--- src/rtl/opponent_status_rx.sv ---
`default_nettype none
// ============================================================================
// Module   : opponent_status_rx
// Purpose  : 8N1 UART receiver decoding the opponent board's status byte,
//            with a link watchdog that clears stale status.
// Revision : 1.0
// ============================================================================
module opponent_status_rx #(
    parameter int CLKS_PER_BIT = 564,
    parameter int TIMEOUT_CLKS = 6_500_000
) (
    input  logic pclk,
    input  logic rst,
    input  logic rx,
    output logic opponent_ready,
    output logic opponent_game_over,
    output logic opponent_victory,
    output logic opponent_in_game,
    output logic link_up,
    output logic frame_valid,
    output logic frame_error
);

    localparam int c_CNT_W = $clog2(CLKS_PER_BIT + 1);
    localparam int c_TMO_W = $clog2(TIMEOUT_CLKS + 1);
    localparam logic [c_CNT_W-1:0] c_HALF_M1 = c_CNT_W'(CLKS_PER_BIT / 2 - 1);
    localparam logic [c_CNT_W-1:0] c_FULL_M1 = c_CNT_W'(CLKS_PER_BIT - 1);
    localparam logic [c_TMO_W-1:0] c_TMO_MAX = c_TMO_W'(TIMEOUT_CLKS);

    typedef enum logic [2:0] {
        S_IDLE      = 3'd0,
        S_START     = 3'd1,
        S_DATA      = 3'd2,
        S_STOP      = 3'd3,
        S_WAIT_HIGH = 3'd4
    } state_t;

    state_t              r_state;
    state_t              w_state_nxt;
    logic                r_rx_meta;
    logic                r_rx_s;
    logic [c_CNT_W-1:0]  r_cnt;
    logic [2:0]          r_bit_idx;
    logic [7:0]          r_shift;
    logic [c_TMO_W-1:0]  r_tmo;
    logic                w_cnt_clr;
    logic                w_shift;
    logic                w_accept;
    logic                w_reject;
    logic                w_marker_ok;

    assign w_marker_ok = (r_shift[7:5] == 3'b101) && !r_shift[4];

    always_comb begin
        w_state_nxt = r_state;
        w_cnt_clr   = 1'b0;
        w_shift     = 1'b0;
        w_accept    = 1'b0;
        w_reject    = 1'b0;
        case (r_state)
            S_IDLE: begin
                w_cnt_clr = 1'b1;
                if (!r_rx_s) w_state_nxt = S_START;
            end
            S_START: begin
                if (r_cnt == c_HALF_M1) begin
                    w_cnt_clr   = 1'b1;
                    w_state_nxt = r_rx_s ? S_IDLE : S_DATA;
                end
            end
            S_DATA: begin
                if (r_cnt == c_FULL_M1) begin
                    w_cnt_clr = 1'b1;
                    w_shift   = 1'b1;
                    if (r_bit_idx == 3'd7) w_state_nxt = S_STOP;
                end
            end
            S_STOP: begin
                if (r_cnt == c_FULL_M1) begin
                    w_cnt_clr = 1'b1;
                    if (r_rx_s) begin
                        w_state_nxt = S_IDLE;
                        w_accept    = w_marker_ok;
                        w_reject    = !w_marker_ok;
                    end else begin
                        // Broken stop bit: park until the line returns high so
                        // a held-low line reports only once.
                        w_reject    = 1'b1;
                        w_state_nxt = S_WAIT_HIGH;
                    end
                end
            end
            S_WAIT_HIGH: begin
                w_cnt_clr = 1'b1;
                if (r_rx_s) w_state_nxt = S_IDLE;
            end
            default: begin
                w_cnt_clr   = 1'b1;
                w_state_nxt = S_IDLE;
            end
        endcase
    end

    always_ff @(posedge pclk) begin
        if (!rst) begin
            r_rx_meta          <= 1'b1;
            r_rx_s             <= 1'b1;
            r_state            <= S_IDLE;
            r_cnt              <= '0;
            r_bit_idx          <= '0;
            r_shift            <= '0;
            r_tmo              <= '0;
            opponent_ready     <= 1'b0;
            opponent_game_over <= 1'b0;
            opponent_victory   <= 1'b0;
            opponent_in_game   <= 1'b0;
            link_up            <= 1'b0;
            frame_valid        <= 1'b0;
            frame_error        <= 1'b0;
        end else begin
            r_rx_meta   <= rx;
            r_rx_s      <= r_rx_meta;
            r_state     <= w_state_nxt;
            r_cnt       <= w_cnt_clr ? '0 : r_cnt + c_CNT_W'(1);
            frame_valid <= w_accept;
            frame_error <= w_reject;

            if (r_state == S_IDLE) begin
                r_bit_idx <= '0;
            end else if (w_shift) begin
                r_shift   <= {r_rx_s, r_shift[7:1]};
                r_bit_idx <= r_bit_idx + 3'd1;
            end

            // Accept has priority over watchdog expiry in the same cycle.
            if (w_accept) begin
                r_tmo              <= '0;
                opponent_ready     <= r_shift[0];
                opponent_game_over <= r_shift[1];
                opponent_victory   <= r_shift[2];
                opponent_in_game   <= r_shift[3];
                link_up            <= 1'b1;
            end else if (r_tmo == c_TMO_MAX) begin
                opponent_ready     <= 1'b0;
                opponent_game_over <= 1'b0;
                opponent_victory   <= 1'b0;
                opponent_in_game   <= 1'b0;
                link_up            <= 1'b0;
            end else begin
                r_tmo <= r_tmo + c_TMO_W'(1);
            end
        end
    end

endmodule
`default_nettype wire

--- config.mk ---
export PLATFORM = sky130hd
export DESIGN_NAME = opponent_status_rx
export DESIGN_NICKNAME = d
export VERILOG_FILES = /design/src/rtl/opponent_status_rx.sv
export SDC_FILE = /design/constraint.sdc
export NUM_CORES = 1
export LEC_CHECK = 0
export ABC_AREA = 1
export BUFFER_PORTS_ARGS = -buffer_cell sky130_fd_sc_hd__buf_2
export CORE_MARGIN = 2
export CORE_UTILIZATION = 30
export CTS_BUF_LIST = sky130_fd_sc_hd__clkbuf_8
export DETAILED_ROUTE_END_ITERATION = 10
export GPL_TIMING_DRIVEN = 0
export PLACE_DENSITY = 0.43
export SETUP_SLACK_MARGIN = 0.2
export SLEW_MARGIN = 25
export SYNTH_ARGS = -nofsm -noshare
export SYNTH_HDL_FRONTEND = slang
export SYNTH_SLANG_ARGS = --single-unit
--- constraint.sdc ---
create_clock -name pclk -period 4.1 [get_ports pclk]
set_input_delay 1.23 -clock pclk [delete_from_list [all_inputs] [get_ports pclk]]
set_output_delay 1.23 -clock pclk [all_outputs]
set_load 0.05 [all_outputs]
Word level (Yosys, flattened, before mapping)
Cells that the tools add are included.
{"block": "word_totals", "register_bits": 56, "input_bits": 3, "output_inout_bits": 7, "wordCells": 69}
{"block": "classes", "add_sub_neg": 3, "n_eq_ne": 15, "muxes": 23, "bitwise_logic": 2, "reduce_logical": 12}
{"operator": "23-bit by 1-bit adder with 23-bit output (second input constant)", "n": 1}
{"operator": "23-bit equality test (second input constant)", "n": 1}
{"operator": "3-bit 2-to-1 mux", "n": 7}
{"operator": "3-bit one-hot mux with 5 select lines", "n": 1}
{"operator": "1-bit 2-to-1 mux", "n": 13}
{"operator": "2-bit != test (second input constant)", "n": 6}
{"operator": "10-bit by 1-bit adder with 10-bit output (second input constant)", "n": 1}
{"operator": "10-bit equality test (second input constant)", "n": 1}
{"operator": "10-bit by 9-bit equality test with 1-bit output (second input constant)", "n": 1}
{"operator": "3-bit equality test (second input constant)", "n": 3}
{"operator": "2-bit OR reduction", "n": 4}
{"operator": "3-bit by 2-bit equality test with 1-bit output (second input constant)", "n": 2}
{"operator": "6-bit AND reduction", "n": 1}
{"operator": "3-bit by 1-bit adder with 3-bit output (second input constant)", "n": 1}
{"operator": "3-bit by 1-bit equality test with 1-bit output (second input constant)", "n": 1}
{"operator": "3-bit zero test", "n": 1}
{"operator": "3-bit AND reduction", "n": 1}
{"operator": "1-bit zero test", "n": 2}
{"operator": "2-bit 2-to-1 mux", "n": 1}
{"operator": "1-bit NOT", "n": 2}
{"operator": "1-bit one-hot mux with 2 select lines", "n": 1}
{"operator": "2-bit AND reduction", "n": 1}
{"operator": "2-bit nonzero test", "n": 1}
{"operator": "1-bit logical AND", "n": 1}

Depth between registers and ports, before layout
Gate-level depths: netlist of run 1.
{"block": "logic_depth", "depth_word": 6, "mapped_depth": 11, "mapped_depth_nobuf": 11}

Least setup slack after synthesis of run 1
OpenSTA, ideal clock, no wires.
{"block": "synth_timing", "path_kind": "input to register", "start": "input rst", "end": "register r_cnt[2]", "arrival_ns": 1.838, "required_ns": 4.028, "setup_slack_ns": 2.190, "path_stages": 4, "path_buffers": 0, "cell_sequence": "inv_1 > nor3_1 > o221ai_2 > a21oi_1"}
{"block": "synth_via", "elab_chain_len": 2}
{"element": "start: declaration", "line_no": "13", "text": "input logic rst,"}
{"element": "1-bit NOT (no source line)"}
{"element": "2-bit OR reduction (no source line)"}
{"element": "end signal: assignment", "line_no": "124", "text": "r_cnt <= w_cnt_clr ? '0 : r_cnt + c_CNT_W'(1);"}
{"element": "end: declaration", "line_no": "42", "text": "logic [c_CNT_W-1:0] r_cnt;"}
Every way passes these cells.
A chain may end at the register's enable or synchronous reset.

Final worst setup path of run 1
{"block": "layout_timing", "start": "register opponent_game_over", "end": "output opponent_game_over"}
{"element": "start: declaration", "line_no": "16", "text": "output logic opponent_game_over,"}
{"element": "start signal: assignment", "line_no": "139", "text": "opponent_game_over <= r_shift[1];"}
No word-level cell between the ends.

==> qor.yml, run 1 <==
run_status:
  outcome: "complete, no violations"
grt:
  met1_usage_pct: 15.6
  grt_max_degree: 17
  grt_busiest_layer: "met2"
  grt_pass1_wl_um: 9550
  gr-usage-met2_pct: 20.1
  gr-usage-met3_pct: 2.15
  grt_overflow: 0
  grt_pass1_vias: 2135
  antenna_found_initial: 0
  track_usage_pct: 11.9
clock_network:
  root_buffer: "clkbuf_8"
  cts_resized: 0
  h-tree-depth: 2
  hold_buffers: 0
  clock_latency_ns: 0.30
  cts_tree: "yes"
  cts_buffer_depth: 2
  cts_buffers: 5
  post_cts_buffers: 0
  clk_pin_slew_ns: 0.10
  numClockSinks: 56
worst_setup_path:
  cpPeakStageDelay_ns: 0.35
  critPathSlowestCell: "dfxtp_1"
  critPathKind: "reg2out"
  cp-start-kind: "flip-flop"
  worstPathRequired_ns: 2.87
  cp_num_buf_inv: 1
  worstSetupEndpointType: "primary output"
  arrival_ns: 0.92
  crit_chain: "buf_2"
  path_delay_family: "flip-flops"
  cp_max_fo: 2
floorplan:
  die_y_um: 97.9
  start_util_pct: 30.7
  die_w_um: 97.9
  num_rows: 34
  io_pins: 10
  core_area_sq_mm: 0.00864
  die_area_sq_mm: 0.00959
yosys:
  yosys_warnings: 0
  async_reset_ff_share_pct: 0
  syn_nets: 364
  synth_edf_count: 0
  post-synth-top-area-fraction_pct: 42.3
  ys.flop_type: "dfxtp_1"
  synthCells: 355
  synth.distinct_cells: 31
  yosys-top-cells-area: "dfxtp_1, nand2_1, nor2_1"
  syn_avg_cell_area_sq_um: 7.46
  synth_top_cell_by_area: "dfxtp_1"
  synth_seq_area_share_pct: 42.3
  syn_area_sq_mm: 0.00265
  synthMostInstantiatedCell: "nand2_1"
  ys_ff_latch: 56
  synth_common_cells: "nand2_1, dfxtp_1, nor2_1"
pwr:
  combPwrFrac_pct: 5.5
  powerDensity_mw_per_mm2: 331
  power.internal_mw: 0.747
  irDropWorstVdd_v: 0.000139
  power_switching_mw: 0.223
  netSwitchingFraction_pct: 23.0
  seq_power_share_pct: 57.4
  p_leak_nw: 1.10
  p_clk_share_pct: 37.1
drt:
  dr.pass1.iters: 4
  num_vias: 2180
  drt-total-wl_um: 5290
  drtAntennaViolNets: 0
  route.detailed.drc: 0
  vias_per_cell: 4.54
  wl_per_cell_um: 11.0
  drt_iter0_markers: 62
place:
  portBuffers: 9
  detailed_place_hpwl_um: 3940
  gp_congestion: 0.751
  placed_area_sq_mm: 0.00283
timing:
  period_share_pct: 52.4
  finalSetupTns_ns: 0
  drv_slew: 0
  fin_skew_ns: 0.0112
  slew_headroom_pct: 65.6
  setup_viol: 0
  hold_viol: 0
  worst_pin_slew_ns: 0.516
  period_needed_ns: 2.15
  rsz0062_at_grt: "false"
  fmax_mhz: 465
cells_and_area:
  diodes: 0
  area_delta_synth_final_pct: 10.9
  nets: 380
  fin_area_sq_mm: 0.00294
  layout-drive-gt1-share_pct: 15.9
run:
  maxCapViolCount: 0
min_path:
  hold_path_class: "reg2reg"
==> final cells by class <==
type / count / area, sq um
fill: 966 / 5700
timing repair buffer: 9 / 45.0
inverter: 40 / 150
sequential: 56 / 1120
multi-input combinational: 254 / 1350
clock buffer: 5 / 68.8
tap: 108 / 135
buffer: 5 / 30.0
clock inverter: 3 / 38.8
==> worst register-to-register path, cell delays in order, from the launching register on <==
cell and delay [ns]:
dfxtp_1 0.39, ha_1 0.20, nand2_1 0.09, nor2_2 0.15, nand2_4 0.09, nor2_2 0.09
nand2_2 0.09, nand2_4 0.12, inv_2 0.06, buf_6 0.15, nand3_1 0.08, nand2_1 0.05
==> cells in the final DEF (no fill, tap or decap), drive strengths merged, types with 10 or more instances in the layout <==
| cell type | count |
|---|---|
| buf | 13 |
| nor3 | 14 |
| dfxtp | 56 |
| inv | 41 |
| nand2 | 89 |
| xor2 | 10 |
| o21ai | 11 |
| nor2 | 53 |
| a21oi | 30 |
| nand3 | 23 |
==> flip-flops by register name, indices dropped and copies added, names as in the netlist <==
register and count:
link_up 1, r_rx_meta 1, r_shift 8, r_bit_idx 3, frame_valid 1, opponent_victory 1
opponent_in_game 1, frame_error 1, r_cnt 10, r_tmo 23, opponent_game_over 1, opponent_ready 1
r_state 3, r_rx_s 1
==> path summary, 6_finish.rpt <==
check / slack, ns / to / cells after the start / start
max reg2reg: 2.46 / opponent_victory$_SDFFE_PN0P_ / 11 / r_cnt[0]$_SDFF_PP0_
min: 0.43 / r_rx_s$_SDFF_PN1_ / 1 / r_rx_meta$_SDFF_PN1_
max: 1.95 / opponent_game_over / 1 / opponent_game_over$_SDFFE_PN0P_
min reg2reg: 0.43 / r_rx_s$_SDFF_PN1_ / 1 / r_rx_meta$_SDFF_PN1_
==> power groups by stage <==
stage,Clock [mW],Sequential [mW],Combinational [mW]
after floorplan,0,0.568,0.0404
after global placement,0,0.570,0.0541
after detailed placement,0,0.569,0.0546
after CTS,0.375,0.557,0.0547
after global routing,0.398,0.558,0.0626
final,0.360,0.557,0.0531
==> stage by stage <==
stage	util, %	worst slack [ns]	std cells	total power, mW	hold slack, ns
floorplan	-	2.19	355	0.608	0.393
global placement	32.7	1.73	472	0.624	0.396
detailed placement	32.7	1.76	472	0.624	0.408
CTS	34.0	1.93	480	0.987	0.433
global route	34.0	1.89	480	1.02	0.445
finish	34.0	1.95	480	0.970	0.427
==> cells by family (layout without fill, tap and decap cells) <==
logic type / count (synthesis) / after routing / synth area share [%]
AO/OA/AOI/OAI: 45 / 45 / 9.88
XOR/XNOR: 10 / 10 / 3.31
adder cells (fa/ha/maj): 6 / 6 / 2.84
buffers and inverters: 45 / 62 / 6.81
flip-flops: 56 / 56 / 42.3
AND/OR/NAND/NOR: 193 / 193 / 34.8
==> layer usage <==
metal / wire length (um) / up-vias
met5: 0 / -
met4: 53 / 0
met3: 129 / 6
met2: 2410 / 22
met1: 2700 / 987
li1: - / 1165
Power figures use the tool's default switching activity.
==> run 2, diff against run 1 <==
Settings changed: PLACE_DENSITY 0.43 to 0.44.
Clock period 4.1 ns to 1.8 ns, I/O delays scaled along.
==> run 2 against run 1 <==
Effect of this change:
- die area unchanged
- sequential share of layout area down 1.3 points
- clock skew down 0.0076 ns
- core utilization up 1.4 points
- count of clock-buffer cells in the layout unchanged
- sequential power up 130%
- total power up 120%
- final cell count up 1.3%
- non-clock buffer count up 6
- largest cell class unchanged
- hold slack worse by 0.020 ns
- design area up 4.2%
- register-to-register slack worse by 2.2 ns
==> qor.yml, run 2 (synthesis results as in run 1) <==
pwr:
  power.internal_mw: 1.58  # was 0.747 mW
  powerDensity_mw_per_mm2: 689  # was 331 mW/mm^2
  p_leak_nw: 1.16  # was 1.10 nW
  seq_power_share_pct: 60.2  # was 57.4%
  irDropWorstVdd_v: 0.000364  # was 0.000139 V
  netSwitchingFraction_pct: 25.1  # was 23.0%
  combPwrFrac_pct: 6.6  # was 5.5%
  power_switching_mw: 0.530  # was 0.223 mW
  p_clk_share_pct: 33.2  # was 37.1%
min_path:
  hold_path_class: "in2reg"  # was reg2reg
  hold_depth: 2  # was 1
cells_and_area:
  mostFrequentLayoutCells: "nand2_1, dfxtp_1, nor2_1, inv_1, a21oi_1"  # unchanged
  top_register: "r_tmo"  # unchanged
  layout_commonest_cell: "nand2_1"  # unchanged
  layout-drive-gt1-share_pct: 21.7  # was 15.9%
  fin_area_sq_mm: 0.00306  # was 0.00294 sq mm
  stdcell_count: 486  # was 480
  area_delta_synth_final_pct: 15.5  # was 10.9%
  largest_register_ffs: 23  # unchanged
  nets: 386  # was 380
  reg_top3: "r_tmo x23, r_cnt x10, r_shift x8"  # unchanged
  diodes: 0  # unchanged
worst_setup_path:
  cpPeakStageDelay_ns: 0.37  # was 0.35 ns
  worstPathRequired_ns: 2.02  # was 2.87 ns
  path_depth: 11  # was 1
  critPathSlowestCell: "dfxtp_2"  # was dfxtp_1
  cp_max_fo: 10  # was 2
  path_delay_family: "simple AND/OR/NAND/NOR gates"  # was flip-flops
  crit_top_cell: "nand2_4"
  worstSetupEndpointType: "flip-flop"  # was primary output
  arrival_ns: 1.74  # was 0.92 ns
  critPathKind: "reg2reg"  # was reg2out
  cp-start-kind: "flip-flop"  # unchanged
  crit_chain: "ha_4 -> nand2_2 -> nor2_2 -> nand2_4 -> nor2_4 -> nand2_4 -> nand2_4 -> inv_2 -> buf_6 -> nand3_1 -> nand2_1"  # was buf_2
  cp_num_buf_inv: 2  # was 1
  worst_r2r_path_depth: 11  # unchanged
floorplan:
  io_pins: 10  # unchanged
  die_y_um: 97.9  # unchanged
  num_rows: 34  # unchanged
  start_util_pct: 30.7  # unchanged
  die_w_um: 97.9  # unchanged
  core_area_sq_mm: 0.00864  # unchanged
  die_area_sq_mm: 0.00959  # unchanged
grt:
  grt_max_degree: 18  # was 17
  track_usage_pct: 11.5  # was 11.9%
  antenna_found_initial: 0  # unchanged
  grt_overflow: 0  # unchanged
  grt_pass1_wl_um: 9200  # was 9550 um
  grt_pass1_vias: 2024  # was 2135
place:
  detailed_place_hpwl_um: 3780  # was 3940 um
  placed_area_sq_mm: 0.00283  # unchanged
  portBuffers: 9  # unchanged
  gp_congestion: 0.767  # was 0.751
  placed_cells: 472  # unchanged
  dp_slack_ns: 0.117  # was 1.76 ns
run:
  maxCapViolCount: 0  # unchanged
drt:
  route.detailed.drc: 0  # unchanged
  wl_per_cell_um: 10.9  # was 11.0 um
  drtAntennaViolNets: 0  # unchanged
  drt-total-wl_um: 5310  # was 5290 um
  num_vias: 2174  # was 2180
  drt_iter0_markers: 89  # was 62
  vias_per_cell: 4.47  # was 4.54
  dr.pass1.iters: 4  # unchanged
timing:
  period_share_pct: 84.5
  hold_viol: 0  # unchanged
  setup_viol: 0  # unchanged
  worst_pin_slew_ns: 0.514  # was 0.516 ns
  fmax_mhz: 658
  finalSetupTns_ns: 0  # unchanged
  fin_skew_ns: 0.00362  # was 0.0112 ns
  setup_slack_ns: 0.279  # was 1.95 ns
  rsz0062_at_grt: "true"  # was false
  slew_headroom_pct: 65.5  # was 65.6%
  drv_slew: 0  # unchanged
  hold_slack_ns: 0.407  # was 0.427 ns
  period_needed_ns: 1.52
clock_network:
  cts_buffers: 5  # unchanged
  clock_latency_ns: 0.31  # was 0.30 ns
  cts_buffer_depth: 2  # unchanged
  numClockSinks: 56  # unchanged
  hold_buffers: 0  # unchanged
  h-tree-depth: 2  # unchanged
  cts_tree: "yes"  # unchanged
  clk_pin_slew_ns: 0.10  # about the same
  root_buffer: "clkbuf_8"  # unchanged
run_status:
  outcome: "complete, no violations"  # unchanged
## run 2: cell count changes in the layout (fill, tap and decap cells not counted), moves of 3 or more
| cell | delta |
|---|---|
| buf_4 | +9 |
| dfxtp_1 | -6 |
| dfxtp_2 | +6 |
| buf_2 | -3 |
| nand2_1 | -3 |
| nor2_4 | +3 |
## run 2: metal layers
layer  GRT usage, %  routed length (um)  up-vias
li1               -                   -     1182
met1           15.8                2720      963
met3           2.58                 150        5
met4           2.88                  47        0
met2           18.3                2390       24
met5              0                   0        -
## run 2: metrics by stage
stage	power, mW	util [%]
2_1_floorplan	1.39	-
3_3_place_gp	1.42	32.7
3_5_place_dp	1.42	32.7
4_1_cts	2.14	34.0
5_1_grt	2.21	35.4
6_report	2.11	35.4
## run 2: repair_timing
action | CTS | global route
resized for setup | 3 | 27
pin swaps | 2 | 8
buffers inserted | 2 | 4
setup endpoints to repair | 30 | 50
## run 2: final cells by class
type                            count  area, sq um
Fill cell                         935         5580
Multi-Input combinational cell    254         1430
Sequential cell                    56         1130
Inverter                           40          150
Tap cell                          108          135
Timing Repair Buffer               15         90.1
Clock buffer                        5         68.8
Buffer                              5         37.5
Clock inverter                      3         18.8
## run 2: power by group through the flow
stage                     Clock [mW]  Combinational (mW)  Sequential [mW]
final                          0.700               0.138             1.27
after CTS                      0.747               0.124             1.27
after detailed placement           0               0.121             1.30
after global routing           0.785               0.157             1.27
after floorplan                    0              0.0920             1.29
after global placement             0               0.123             1.30
## run 2: final timing paths
check / slack, ns / from / endpoint
max reg2reg: 0.28 / r_cnt[1]$_SDFF_PP0_ / opponent_ready$_SDFFE_PN0P_
min reg2reg: 0.42 / r_rx_meta$_SDFF_PN1_ / r_rx_s$_SDFF_PN1_
min: 0.41 / rx / r_rx_meta$_SDFF_PN1_
max: 0.28 / r_cnt[1]$_SDFF_PP0_ / opponent_ready$_SDFFE_PN0P_
## run 2: worst register-to-register path: cells and delay by family (launching register included)
| family | cells | cell delay [ns] |
|---|---|---|
| AND/OR/NAND/NOR | 8 | 0.73 |
| flip-flops | 1 | 0.37 |
| buffers and inverters | 2 | 0.19 |
| adder cells (fa/ha/maj) | 1 | 0.14 |
